--- src/rtl/ahb_mtx_input_stage.sv ---
// Per-master input stage of the L1 AHB matrix.
// Holds a master's address phase while the target output port is busy,
// presents either the live or the held transfer to the decoder/arbiters,
// and generates the master-facing HREADYOUT/HRESP.
module ahb_mtx_input_stage #(
  parameter int ADDR_WIDTH    = 32,
  parameter bit RESP_ERR_PASS = 1'b1
) (
  input  logic                  HCLK,
  input  logic                  HRESET,
  input  logic                  HSELS,
  input  logic [ADDR_WIDTH-1:0] HADDRS,
  input  logic [1:0]            HTRANSS,
  input  logic                  HWRITES,
  input  logic [2:0]            HSIZES,
  input  logic [2:0]            HBURSTS,
  input  logic [3:0]            HPROTS,
  input  logic                  HMASTLOCKS,
  input  logic                  HREADYS,
  output logic                  HREADYOUTS,
  output logic                  HRESPS,
  output logic                  sel_out,
  output logic [ADDR_WIDTH-1:0] addr_out,
  output logic [1:0]            trans_out,
  output logic                  write_out,
  output logic [2:0]            size_out,
  output logic [2:0]            burst_out,
  output logic [3:0]            prot_out,
  output logic                  lock_out,
  output logic                  req_out,
  input  logic                  addr_accept,
  input  logic                  data_ready,
  input  logic                  data_resp
);

  logic                  live_valid;
  logic                  capture;
  logic                  release_hold;
  logic                  accept_any;

  logic                  pend_reg, pend_next;
  logic                  dphase_reg, dphase_next;

  logic [ADDR_WIDTH-1:0] addr_reg;
  logic [1:0]            trans_reg;
  logic                  write_reg;
  logic [2:0]            size_reg;
  logic [2:0]            burst_reg;
  logic [3:0]            prot_reg;
  logic                  lock_reg;

  // Only NONSEQ/SEQ with the bus ready are real transfers; IDLE/BUSY never request.
  assign live_valid   = HSELS & HREADYS & HTRANSS[1];
  // The hold register is frozen while pending, so a stray HREADYS cannot overwrite it.
  assign capture      = ~pend_reg & live_valid & ~addr_accept;
  assign release_hold = pend_reg & addr_accept;
  assign accept_any   = release_hold | (~pend_reg & live_valid & addr_accept);

  // Next-state: pending flag and data-phase flag
  always_comb begin
    pend_next   = pend_reg;
    dphase_next = dphase_reg;
    if (capture) begin
      pend_next = 1'b1;
    end else if (release_hold) begin
      pend_next = 1'b0;
    end
    // A new accept in the same cycle as data_ready keeps the data phase open.
    if (accept_any) begin
      dphase_next = 1'b1;
    end else if (data_ready) begin
      dphase_next = 1'b0;
    end
  end

  // State register
  always_ff @(posedge HCLK or posedge HRESET) begin
    if (HRESET) begin
      pend_reg   <= 1'b0;
      dphase_reg <= 1'b0;
    end else begin
      pend_reg   <= pend_next;
      dphase_reg <= dphase_next;
    end
  end

  // Hold register: captures the address phase the output port could not take
  always_ff @(posedge HCLK or posedge HRESET) begin
    if (HRESET) begin
      addr_reg  <= '0;
      trans_reg <= '0;
      write_reg <= 1'b0;
      size_reg  <= '0;
      burst_reg <= '0;
      prot_reg  <= '0;
      lock_reg  <= 1'b0;
    end else if (capture) begin
      addr_reg  <= HADDRS;
      trans_reg <= HTRANSS;
      write_reg <= HWRITES;
      size_reg  <= HSIZES;
      burst_reg <= HBURSTS;
      prot_reg  <= HPROTS;
      lock_reg  <= HMASTLOCKS;
    end
  end

  // Output mux: held transfer while pending, otherwise live pass-through
  always_comb begin
    sel_out    = 1'b0;
    addr_out   = '0;
    trans_out  = 2'b00;
    write_out  = 1'b0;
    size_out   = '0;
    burst_out  = '0;
    prot_out   = '0;
    lock_out   = 1'b0;
    req_out    = 1'b0;
    HREADYOUTS = 1'b1;
    HRESPS     = 1'b0;
    // Reset forces the quiet state immediately, without waiting for a clock.
    if (!HRESET) begin
      if (pend_reg) begin
        sel_out   = 1'b1;
        addr_out  = addr_reg;
        trans_out = trans_reg;
        write_out = write_reg;
        size_out  = size_reg;
        burst_out = burst_reg;
        prot_out  = prot_reg;
        lock_out  = lock_reg;
        req_out   = 1'b1;
      end else begin
        sel_out   = HSELS & HREADYS;
        addr_out  = HADDRS;
        trans_out = HTRANSS;
        write_out = HWRITES;
        size_out  = HSIZES;
        burst_out = HBURSTS;
        prot_out  = HPROTS;
        lock_out  = HMASTLOCKS;
        req_out   = live_valid;
      end
      if (pend_reg) begin
        HREADYOUTS = 1'b0;
      end else if (dphase_reg) begin
        HREADYOUTS = data_ready;
      end
      HRESPS = dphase_reg & ~pend_reg & data_resp & RESP_ERR_PASS;
    end
  end

endmodule
--- config.mk ---
export PLATFORM = sky130hd
export DESIGN_NAME = ahb_mtx_input_stage
export DESIGN_NICKNAME = d
export VERILOG_FILES = /design/src/rtl/ahb_mtx_input_stage.sv
export SDC_FILE = /design/constraint.sdc
export NUM_CORES = 1
export LEC_CHECK = 0
export CAP_MARGIN = 20
export CORE_MARGIN = 4
export CORE_UTILIZATION = 47
export CTS_CLUSTER_SIZE = 25
export DETAILED_ROUTE_END_ITERATION = 10
export PLACE_DENSITY = 0.9
export SYNTH_ARGS = -nofsm -noshare
export SYNTH_HDL_FRONTEND = slang
export SYNTH_SLANG_ARGS = --single-unit
export TNS_END_PERCENT = 5
--- constraint.sdc ---
create_clock -name HCLK -period 10.66 [get_ports HCLK]
set_input_delay 3.198 -clock HCLK [delete_from_list [all_inputs] [get_ports HCLK]]
set_output_delay 3.198 -clock HCLK [all_outputs]
set_load 0.02 [all_outputs]
# Word level (Yosys, flattened, before mapping)
# Index checks and enable logic that the tools add are counted.
[op_classes]
bitwise_logic = 11
n_reduce_logical = 2
n_mux = 26
[op_table]
columns = ["cell", "count"]
rows = [
  ["2-to-1 mux 32 bit", 2],
  ["2-to-1 mux 1 bit", 16],
  ["2-to-1 mux 3 bit", 4],
  ["AND 1 bit", 8],
  ["2-to-1 mux 4 bit", 2],
  ["2-to-1 mux 2 bit", 2],
  ["nonzero test 2 bit", 2],
  ["inverter 1 bit", 2],
  ["bitwise OR 1 bit", 1],
]
[totals]
output_inout_bits = 50
ff_bits = 48
input_bits = 53
word_cells = 48

# Logic depth before layout (Yosys ltp)
[logic_depth]
word_depth = 6
depth_mapped = 5
mapped_depth_nobuf = 3

# Least setup slack after synthesis
# OpenSTA, ideal clock, no wires.
[synth_path]
path_kind = "input to output"
start = "in HRESET"
end = "out HREADYOUTS"
n_path_buf = 2
required_time_ns = 7.462
t_arrival_ns = 5.147
stages = 4
path_slack_ns = 2.315
path_cell_list = "clkbuf_1 > clkbuf_1 > inv_1 > o21ai_0"
[synth_between]
elab_chain_cells = 1
[synth_lines]
columns = ["element", "line", "rtl"]
rows = [
  ["start, declared", "10", "input logic HRESET,"],
  ["2-to-1 mux 1 bit", "122", "if (!HRESET) begin"],
  ["end, declared", "20", "output logic HREADYOUTS,"],
]
# No other way between the ends.

# Worst setup path after layout
# Same ends and word-level chain as after synthesis.

==> run summary <==
wirelength, routed - 5660 um
drc violations - 0
R2R Setup Slk - 8270 ps
R2R depth - 5
row count - 26
reg2reg start - pend_reg
GP Congestion - 0.805
Worst Path Required - 7460 ps
routed len/inst - 14.7 um
share of layout cells above drive strength 1 - 18.8%
DR iter-0 viols - 56
Port-buffer cells - 102
max reg flops - 32
CP startpoint kind - input port
pwr dens - 133 nW/um^2
Detail Route Antenna Nets - 0
Final Skew - 5.06 ps
largest net degree at the start of global routing - 51
CTS Buf Count - 5
CTS Hold Bufs - 0
ANT cells - 0
status - finished, final reports clean
Fmax - 127 MHz
Root Buffer - clkbuf_8
CP endpoint - HREADYOUTS
TritonCTS clock tree - yes
Hold Path Origin - trans_reg[1]
leading area contributor after synthesis - dfrtp_1
slowest cell on the critical path - buf_2
CP Class - input port to output port
slowest stage delay, CP - 680 ps
clock slew at reported path FFs - 90 ps
Yosys reg bits - 48
die width - 81.4 um
worst reg2reg endpoint - addr_reg[19]
DR pass1 iterations - 4
Setup Fix Bufs, Post-CTS - 0
Critical path origin - HRESET
htree depth - 2
Placed Cells - 376
fin crit share - 74.1%
Crit Path Max Fanout - 50
vias in the first global route - 2065
die span in y - 81.4 um
met3 WL - 424 um
largest cells by area after synthesis - dfrtp_1, mux2_2, mux2i_1, nor2_1, buf_6
post-route insts no fill - 384
die area - 6620 sq um
via-per-instance ratio - 5.03
Unique masters post-synth - 18
minimum clock period - 7890 ps
synth warn - 0
worst hold path class - flip-flop to flip-flop
Fin. Hold Viols - 0
Slew HR - 40.1%
Synth top area share - 47.5%
M1 wire length - 2250 um
Slew Viols, Final - 0
first-pass GRT wire length - 9510 um
Area Growth Syn to Fin - 44.3%
RSZ-0062 raised after global routing - false
core region area - 5170 sq um
Seq/Total Area, Yosys - 47.5%
Syn Inst Count - 217
Critical Path, Cell by Cell - buf_2 -> inv_2 -> o21ai_0 -> clkdlybuf4s50_1
GRT Resource Usage Total - 18.5%
IO Pins - 103
crit end category - output port
synthesized area per cell - 11.7 sq um
Worst-Margin Slew - 898 ps
# nets final - 366
met2 WL post-DR - 2960 um
syn_nets - 270
antenna violations before repair - 0
DPL Wire Length - 4040 um
global route total overflow - 0
TNS Setup - 0 ps
static leakage - 0.00144 uW
Top Metal Used - met4
max-cap viol count - 0
Initial Utilization - 48.9%
clock sink count - 48
Worst EP arrival - 4700 ps
CTS Buffer Depth - 2
vias - 1932
final setup vio count - 0
clk_lat worst skew - 290 ps
Post-Syn Area - 2530 sq um
PostCTS Resize Cnt - 0
maximum vdd drop - 0.000102 V
metal layers:
metal  up-vias  GRT usage, %
met5         -             0
met4         0          2.53
met3         2          6.43
met2        60          33.2
met1       937          21.8
li1        933             -
layout by cell type, fill, tap and decap left out, types with 2 or more instances in the layout:
cell and count:
nor2_1 49, clkbuf_8 5, mux2_2 42, mux2i_1 45
mux2_1 3, nand2_1 2, clkdlybuf4s50_1 101, dfrtp_1 47
inv_1 2, buf_4 3, a21oi_1 2, clkinv_2 2
critical path, delay by kind of cell:
| family | cells | cell delay, ps |
|---|---|---|
| compound gates | 1 | 100 |
| buf+inv | 3 | 1380 |
cell usage after synthesis:
library cell  instances
a21oi_1               2
a31oi_1               1
buf_2                 4
buf_6                 4
clkbuf_1              8
dfrtp_1              48
inv_1                 3
mux2_1                3
mux2_2               42
mux2i_1              45
nand2_1               2
nand2b_4              1
nor2_1               49
nor3_4                1
nor4b_1               1
o21ai_0               1
o22ai_1               1
or2_2                 1
power breakdown:
| part | internal [uW] | switching (uW) | leakage [uW] |
|---|---|---|---|
| Clock | 45.8 | 59.9 | 0.0000479 |
| Combinational | 80.5 | 55.6 | 0.000821 |
| Sequential | 223 | 21.6 | 0.000576 |
through the flow:
step	cell area [sq um]	hold WS, ps	setup WS, ps	total power [uW]	utilization, %
5_1_grt	3650	497	2660	519	70.5
3_3_place_gp	3560	462	2810	378	68.8
3_5_place_dp	3560	464	2770	387	68.8
6_report	3650	482	2770	487	70.5
2_1_floorplan	2530	439	2320	326	-
4_1_cts	3650	487	2760	493	70.5
worst min-delay path by stage:
stage	endpoint	slack, ps	cells after the start
floorplan	trans_reg[1]	440	1
global placement	trans_reg[1]	460	1
detailed placement	trans_reg[1]	460	1
CTS	trans_reg[1]	490	1
global route	trans_reg[1]	500	1
finish	trans_reg[1]	480	1
logic make-up (layout without fill, tap and decap cells):
logic type / after synthesis / count (layout) / share of synthesized area (%)
mux: 90 / 90 / 37.9
buf+inv: 19 / 116 / 4.21
simple gates: 55 / 55 / 9.35
compound gates: 5 / 5 / 1.09
flops: 48 / 48 / 47.5
layout make-up:
class,instances,area (sq um)
fillers,394,1520
clock buffers,5,68.8
well taps,70,87.6
multi-input cells,150,1220
flip-flops and latches,48,1200
clock inverters,3,18.8
inverters,3,11.3
repair buffers,105,1040
Power figures use the tool's default switching activity.
